### src/rtl/reg_bank_arbiter.sv
// Two-port arbiter for the single-port TCPC register bank: I2C slave (port 0) vs PD core (port 1).
// Optional R_TRANSMIT write lock is enabled with `define REG_BANK_ARBITER_TX_LOCK_EN.
//
// state     | meaning
// S_IDLE    | sample requests, pick a winner, latch its access
// S_ACCESS  | bank strobe (rb_en) for the latched access
// S_CAPTURE | bank read data valid; done / tx_start pulse
// S_REST    | gap cycle so a requester can drop req after done
module reg_bank_arbiter #(
   parameter int unsigned        ADDR_W   = 8,
   parameter int unsigned        DATA_W   = 8,
   parameter logic [ADDR_W-1:0]  TX_ADDR  = ADDR_W'('h50),
   parameter int unsigned        ARB_MODE = 0
) (
   input  logic              clk_i,
   input  logic              reset_i,
   input  logic              i2c_req_i,
   input  logic              i2c_we_i,
   input  logic [ADDR_W-1:0] i2c_addr_i,
   input  logic [DATA_W-1:0] i2c_wdata_i,
   output logic              i2c_gnt_o,
   output logic [DATA_W-1:0] i2c_rdata_o,
   output logic              i2c_done_o,
   input  logic              core_req_i,
   input  logic              core_we_i,
   input  logic [ADDR_W-1:0] core_addr_i,
   input  logic [DATA_W-1:0] core_wdata_i,
   output logic              core_gnt_o,
   output logic [DATA_W-1:0] core_rdata_o,
   output logic              core_done_o,
   output logic              rb_en_o,
   output logic              rb_we_o,
   output logic [ADDR_W-1:0] rb_addr_o,
   output logic [DATA_W-1:0] rb_wdata_o,
   input  logic [DATA_W-1:0] rb_rdata_i,
   output logic              tx_start_o
`ifdef REG_BANK_ARBITER_TX_LOCK_EN
   ,
   input  logic              tx_done_i,
   output logic              tx_busy_o,
   output logic              i2c_err_o
`endif
);

   typedef enum logic [1:0] {
      S_IDLE    = 2'd0,
      S_ACCESS  = 2'd1,
      S_CAPTURE = 2'd2,
      S_REST    = 2'd3
   } state_t;

   state_t              state_q;
   logic                win_core_q;
   logic                last_core_q;
   logic                we_q;
   logic                tx_hit_q;
   logic                i2c_gnt_q;
   logic                core_gnt_q;
   logic                i2c_done_q;
   logic                core_done_q;
   logic                tx_start_q;
   logic [DATA_W-1:0]   i2c_rdata_q;
   logic [DATA_W-1:0]   core_rdata_q;
   logic                rb_en_q;
   logic                rb_we_q;
   logic [ADDR_W-1:0]   rb_addr_q;
   logic [DATA_W-1:0]   rb_wdata_q;

   logic                grant_core_d;
   logic                we_d;
   logic [ADDR_W-1:0]   addr_d;
   logic [DATA_W-1:0]   wdata_d;
   logic                block_d;
   logic                tx_hit_d;

`ifdef REG_BANK_ARBITER_TX_LOCK_EN
   logic                tx_busy_q;
   logic                i2c_err_q;
   logic                block_q;
`endif

   always_comb begin
      grant_core_d = 1'b0;
      if (core_req_i && !i2c_req_i) begin
         grant_core_d = 1'b1;
      end else if (core_req_i && i2c_req_i && (ARB_MODE == 1)) begin
         grant_core_d = !last_core_q;
      end
      we_d    = grant_core_d ? core_we_i    : i2c_we_i;
      addr_d  = grant_core_d ? core_addr_i  : i2c_addr_i;
      wdata_d = grant_core_d ? core_wdata_i : i2c_wdata_i;
      block_d = 1'b0;
`ifdef REG_BANK_ARBITER_TX_LOCK_EN
      // Only I2C writes to R_TRANSMIT are locked out; the core may always transmit.
      block_d = !grant_core_d && we_d && (addr_d == TX_ADDR) && tx_busy_q;
`endif
      tx_hit_d = we_d && (addr_d == TX_ADDR) && !block_d;
   end

   always_ff @(posedge clk_i) begin
      if (reset_i) begin
         state_q      <= S_IDLE;
         win_core_q   <= 1'b0;
         last_core_q  <= 1'b1;
         we_q         <= 1'b0;
         tx_hit_q     <= 1'b0;
         i2c_gnt_q    <= 1'b0;
         core_gnt_q   <= 1'b0;
         i2c_done_q   <= 1'b0;
         core_done_q  <= 1'b0;
         tx_start_q   <= 1'b0;
         i2c_rdata_q  <= '0;
         core_rdata_q <= '0;
         rb_en_q      <= 1'b0;
         rb_we_q      <= 1'b0;
         rb_addr_q    <= '0;
         rb_wdata_q   <= '0;
`ifdef REG_BANK_ARBITER_TX_LOCK_EN
         tx_busy_q    <= 1'b0;
         i2c_err_q    <= 1'b0;
         block_q      <= 1'b0;
`endif
      end else begin
         i2c_done_q  <= 1'b0;
         core_done_q <= 1'b0;
         tx_start_q  <= 1'b0;
`ifdef REG_BANK_ARBITER_TX_LOCK_EN
         i2c_err_q   <= 1'b0;
         // A completing R_TRANSMIT write below overrides this clear.
         if (tx_done_i) begin
            tx_busy_q <= 1'b0;
         end
`endif
         case (state_q)
            S_IDLE: begin
               if (i2c_req_i || core_req_i) begin
                  state_q     <= S_ACCESS;
                  win_core_q  <= grant_core_d;
                  last_core_q <= grant_core_d;
                  we_q        <= we_d;
                  tx_hit_q    <= tx_hit_d;
                  i2c_gnt_q   <= !grant_core_d;
                  core_gnt_q  <= grant_core_d;
                  rb_en_q     <= 1'b1;
                  rb_we_q     <= we_d && !block_d;
                  rb_addr_q   <= addr_d;
                  rb_wdata_q  <= wdata_d;
`ifdef REG_BANK_ARBITER_TX_LOCK_EN
                  block_q     <= block_d;
`endif
               end
            end
            S_ACCESS: begin
               state_q     <= S_CAPTURE;
               rb_en_q     <= 1'b0;
               rb_we_q     <= 1'b0;
               rb_addr_q   <= '0;
               rb_wdata_q  <= '0;
               i2c_done_q  <= !win_core_q;
               core_done_q <= win_core_q;
               tx_start_q  <= tx_hit_q;
`ifdef REG_BANK_ARBITER_TX_LOCK_EN
               i2c_err_q   <= block_q;
               if (tx_hit_q) begin
                  tx_busy_q <= 1'b1;
               end
`endif
            end
            S_CAPTURE: begin
               state_q    <= S_REST;
               i2c_gnt_q  <= 1'b0;
               core_gnt_q <= 1'b0;
               if (!we_q) begin
                  if (win_core_q) begin
                     core_rdata_q <= rb_rdata_i;
                  end else begin
                     i2c_rdata_q <= rb_rdata_i;
                  end
               end
            end
            S_REST: begin
               state_q <= S_IDLE;
            end
            default: begin
               state_q <= S_IDLE;
            end
         endcase
      end
   end

   // Bank data only arrives in CAPTURE, so it is forwarded there and held from the register afterwards.
   assign i2c_rdata_o  = (state_q == S_CAPTURE && !win_core_q && !we_q) ? rb_rdata_i : i2c_rdata_q;
   assign core_rdata_o = (state_q == S_CAPTURE &&  win_core_q && !we_q) ? rb_rdata_i : core_rdata_q;

   assign i2c_gnt_o   = i2c_gnt_q;
   assign core_gnt_o  = core_gnt_q;
   assign i2c_done_o  = i2c_done_q;
   assign core_done_o = core_done_q;
   assign rb_en_o     = rb_en_q;
   assign rb_we_o     = rb_we_q;
   assign rb_addr_o   = rb_addr_q;
   assign rb_wdata_o  = rb_wdata_q;
   assign tx_start_o  = tx_start_q;
`ifdef REG_BANK_ARBITER_TX_LOCK_EN
   assign tx_busy_o   = tx_busy_q;
   assign i2c_err_o   = i2c_err_q;
`endif

endmodule
### config.mk
export PLATFORM = sky130hd
export DESIGN_NAME = reg_bank_arbiter
export DESIGN_NICKNAME = d
export VERILOG_FILES = /design/src/rtl/reg_bank_arbiter.sv
export SDC_FILE = /design/constraint.sdc
export NUM_CORES = 1
export LEC_CHECK = 0
export CAP_MARGIN = 20
export CORE_MARGIN = 2
export CORE_UTILIZATION = 40
export CTS_CLUSTER_SIZE = 10
export DETAILED_ROUTE_END_ITERATION = 10
export PLACE_DENSITY = 0.76
export RECOVER_POWER = 25
export SETUP_SLACK_MARGIN = 0.1
export SLEW_MARGIN = 25
export SYNTH_ARGS = -nofsm -noshare
export SYNTH_HDL_FRONTEND = slang
export SYNTH_SLANG_ARGS = --single-unit
### constraint.sdc
create_clock -name clk_i -period 2.1 [get_ports clk_i]
set_input_delay 0.21 -clock clk_i [delete_from_list [all_inputs] [get_ports clk_i]]
set_output_delay 0.21 -clock clk_i [all_outputs]
set_load 0.02 [all_outputs]
## Word-level counts from Yosys, hierarchy flattened

Index checks and enable logic that the tools add are counted.

| operators by class | value |
|---|---|
| equality and inequality tests | 5 |
| muxes and demuxes | 20 |
| bitwise logic cells | 3 |
| reduce and logical (&&, ||, !) cells | 20 |

Operators with widths:

| operator | number |
|---|---|
| $mux 8 | 6 |
| $pmux 8 s2 | 2 |
| $eq 8x7->1 const B | 1 |
| $pmux 1 s2 | 4 |
| $pmux 2 s4 | 1 |
| $logic_and 1x1->1 | 6 |
| $mux 1 | 6 |
| $reduce_and 2->1 | 3 |
| $reduce_and 3->1 | 2 |
| $eq 2x2->1 const B | 2 |
| $logic_not 1->1 | 4 |
| $reduce_bool 2->1 | 2 |
| $not 1->1 | 3 |
| $eq 2x1->1 const B | 1 |
| $logic_not 2->1 | 1 |
| $mux 2 | 1 |
| $ne 2x2->1 const B | 1 |
| $reduce_or 2->1 | 1 |
| $logic_or 1x1->1 | 1 |

| word-level totals | value |
|---|---|
| flip-flop bits (word level) | 44 |
| input bits | 46 |
| output and inout bits | 39 |
| logic and storage cells | 63 |

## Depth between registers and ports, before layout

| logic depth | value |
|---|---|
| depth in word-level cells | 6 |
| gate-level depth with buffers | 9 |
| gate-level depth less buffers | 6 |

## Least setup slack after synthesis

Ideal clock, no wire load.

| path | value |
|---|---|
| path type | register to register |
| from | reg state_q[0] |
| to | reg i2c_rdata_q[1] |
| library setup time | 128 ps |
| data arrival time | 1554 ps |
| required time | 1972 ps |
| setup slack | 418 ps |
| cell stages (with the launch flop) | 6 |
| buffers on the path | 0 |
| clock period less this slack | 1682 ps |
| path through | dfxtp_1 inv_1 ha_1 nor3b_4 mux2_2 nor2b_1 |

| on the way | value |
|---|---|
| longest elaborated chain between the ends | 2 |

RTL lines:

| item | RTL line | RTL |
|---|---|---|
| start, declared | 52 | `state_t state_q;` |
| start signal, assigned | 102 | `state_q <= S_IDLE;` |
| start signal, assigned | 137 | `state_q <= S_ACCESS;` |
| start signal, assigned | 154 | `state_q <= S_CAPTURE;` |
| $eq 2x2->1 | 134 | `case (state_q)` |
| $reduce_and 3->1 (no source line) | - |  |
| end signal, assigned | 177 | `i2c_rdata_q <= rb_rdata_i;` |
| end, declared | 62 | `logic [DATA_W-1:0] i2c_rdata_q;` |

No other way between the ends.
A chain may end at the register's enable or synchronous reset.

## Final worst setup path

| path | value |
|---|---|
| from | reg state_q[0] |
| to | out core_rdata_o[3] |

| on the way | value |
|---|---|
| longest elaborated chain between the ends | 4 |

RTL lines:

| item | RTL line | RTL |
|---|---|---|
| $eq 2x2->1 | 193 | `assign core_rdata_o = (state_q == S_CAPTURE && win_core_q && !we_q) ? rb_rdata_i : core_rdata_q;` |
| $logic_and 1x1->1 (2 in a row) | 193 |  |
| $mux 8 | 193 |  |
| end, declared | 29 | `output logic [DATA_W-1:0] core_rdata_o,` |

No other way between the ends.

==> impl_metrics.py <==
metrics = {
    "clock_tree": {
        "clock_path_buffers": 2,
        "clockRootBuffer": "clkbuf_8",
        "clk-insertion-delay-late_ns": 0.29,
        "htreeDepth": 2,
        "cts_tree": "built",
        "cts_buffers": 5,
        "cts_setup_buffers": 0,
        "clkTransAtPathRegs_ns": 0.09,
        "holdBufCountCts": 0,
        "cts.sinks": 44,
    },
    "synthesis": {
        "seq_area_frac_synth_pct": 42.90,
        "synth_cell_types": 33,
        "syn_avg_cell_area_sq_um": 11.04,
        "yosys_warnings": 0,
        "synthesis.area_sq_um": 2053,
        "synth_cells": 186,
        "synth_fp_nets": 236,
        "synth_seq_cells": 44,
    },
    "final_layout": {
        "final_net_count": 327,
        "antennaDiodeCount": 0,
        "fin_cells": 348,
        "utilization_pct": 60.55,
        "mostFrequentLayoutCells": "59 x clkdlybuf4s50_1, 43 x dfxtp_1, 32 x mux2_2",
        "syn_to_final_growth_pct": 48.69,
        "drive_gt1_share_pct": 33.45,
        "layout_commonest_cell": "clkdlybuf4s50_1",
    },
    "placed_design": {
        "dp_hpwl_microns": 3418,
        "dp_cells": 340,
        "gp_congestion": 0.7807,
        "numPortBuffers": 84,
    },
    "floorplan": {
        "rows": 26,
        "die_y_microns": 75.65,
        "dieArea_sq_um": 5722,
        "die_width_microns": 75.65,
        "io_pins": 85,
        "coreArea_sq_um": 5042,
        "initial_utilization_pct": 40.72,
    },
    "flow_run": {
        "cap_violations": 0,
    },
    "critical_path": {
        "setup.worst_path.class": "reg -> out",
        "crit_path_start": "state_q[0]",
        "crit_path_end_kind": "output port",
        "r2r_end": "rb_wdata_o[6]",
        "critPathCapture": "core_rdata_o[3]",
        "worstPathArrival_ns": 1.73,
        "required_ns": 1.89,
        "r2r-start": "state_q[1]",
        "path_max_fanout": 8,
        "start_kind": "flip-flop",
        "reg2reg_depth": 6,
        "r2r_setup_slack_ns": 0.27,
    },
    "drt": {
        "drtPass1Iterations": 4,
        "wirelength_microns": 4558,
        "drtIter0Drc": 62,
        "ant_nets": 0,
        "vias_per_cell": 4.707,
        "wl_per_cell_microns": 13.10,
        "drc_errors": 0,
        "vias": 1638,
    },
    "global_route": {
        "grt_max_degree": 35,
        "grt.overflow.total": 0,
        "antenna_found_initial": 0,
        "first_global_vias": 1499,
        "grt_pass1_wl_microns": 7189,
        "grt_usage_pct": 16.60,
    },
    "run_status": {
        "outcome": "completed",
    },
    "sta": {
        "slew_viol_final": 0,
        "period_minus_slack_ns": 1.936,
        "setup_violations": 0,
        "holdWs_ns": 0.4537,
        "skew_ns": 0.01094,
        "tightestPinTransition_ns": 0.7059,
        "hold_viol_final": 0,
        "rsz0062_at_grt": "true",
        "fin_tns_setup_ns": 0,
        "slew_headroom_pct": 52.94,
        "clock.fmax_mhz": 516.4,
        "final.period_utilization_pct": 92.21,
    },
    "pwr": {
        "p_leak_nw": 1.222,
        "ir_drop_mv": 0.4533,
        "p_per_area_nw_per_um2": 951.3,
    },
    "min_path": {
        "hold_path_class": "in -> reg",
    },
}
registers in the layout (all words and copies together) (netlist names), 2 cells and up:
signal	flops
state_q	2
rb_wdata_o	8
rb_addr_o	8
i2c_rdata_q	8
core_rdata_q	8
area by class of cell:
type                    instances  area (sq um)
multi-input cells             127          1069
fillers                       441          1989
inverters                       3         13.76
repair buffers                 96         913.4
clock inverters                 3         18.77
clock buffers                   5         68.82
flip-flops and latches         44         882.1
well taps                      70         87.58
per-layer routing:
layer / routed length [microns] / global-route usage, %
met1: 2045 / 21.13
met2: 2257 / 26.86
met3: 194 / 4.630
met4: 61 / 6.238
met5: 0 / 0
what timing repair did:
item / in CTS / in global routing
pin swaps: 0 / 0
resized for setup: 60 / 4
setup endpoints to repair: 22 / 16
through the flow:
step                instance area [sq um]  power, mW  setup WS [ns]
finish                               3053      2.904         0.1636
global route                         3053      3.101        0.07308
CTS                                  3048      2.944         0.1094
detailed placement                   2982      2.453       0.008551
global placement                     2982      2.433        0.06125
floorplan                            2053      1.982         0.4182
how the worst min path moves through the flow:
stage / from / end / slack (ns) / cells past startpoint
floorplan: i2c_req_i / win_core_q / 0.31 / 1
global placement: tx_hit_q / tx_hit_q / 0.47 / 2
detailed placement: tx_hit_q / tx_hit_q / 0.48 / 2
CTS: reset_i / rb_wdata_o[1] / 0.45 / 2
global route: reset_i / rb_we_o / 0.47 / 2
finish: reset_i / core_rdata_q[6] / 0.45 / 2
critical path, cell delays in order, from the launching register on:
cell and delay (ns):
dfxtp_2 0.37, inv_4 0.05, ha_4 0.16, nand3b_1 0.12, buf_12 0.14, mux2_1 0.34, clkdlybuf4s15_2 0.26
synth_stat cells:
cell type      number  share of area, %
nand2b_1            1              0.30
mux2i_1             1              0.49
nor2_2             10               3.0
nor3_1              1              0.24
nor2_1             17               3.1
inv_1               3              0.55
a211oi_1            2              0.73
dlygate4sd1_1       2              0.85
dfxtp_1            44                43
nor3b_1             1              0.37
ha_1                4               2.4
o41ai_1             1              0.43
or3b_1              1              0.43
a21oi_2             1              0.43
nand3b_1            2              0.73
o21ai_4             1              0.79
nand2_1             1              0.18
and3b_1             2              0.85
clkbuf_1            3              0.55
nor4bb_1            2              0.98
mux2_2             33                18
a22oi_1             9               3.3
o21ai_0             2              0.49
a22oi_2             9               5.5
a21oi_1             4              0.98
a31oi_1             1              0.30
and3_1              1              0.30
buf_6               5               2.7
nor2b_1            17               5.2
buf_12              1              0.98
nor4_1              2              0.61
nor3b_4             1              0.91
buf_2               1              0.24
logic make-up after synthesis:
group	count (synthesis)	synth area share, %
AO/OA/AOI/OAI	30	12.92
adder cells (fa/ha/maj)	4	2.438
AND/OR/NAND/NOR	59	17.25
flip-flops	44	42.90
multiplexers	34	18.59
buffers and inverters	15	5.911
power by group:
group | internal, mW | total (mW) | leakage [nW] | switching (mW)
logic | 0.620 | 1.33 | 0.815 | 0.710
registers | 0.979 | 1.06 | 0.359 | 0.0841
clock network | 0.232 | 0.511 | 0.0479 | 0.279
total | 1.83 | 2.90 | 1.22 | 1.07
(Power assumes the default switching activity.)
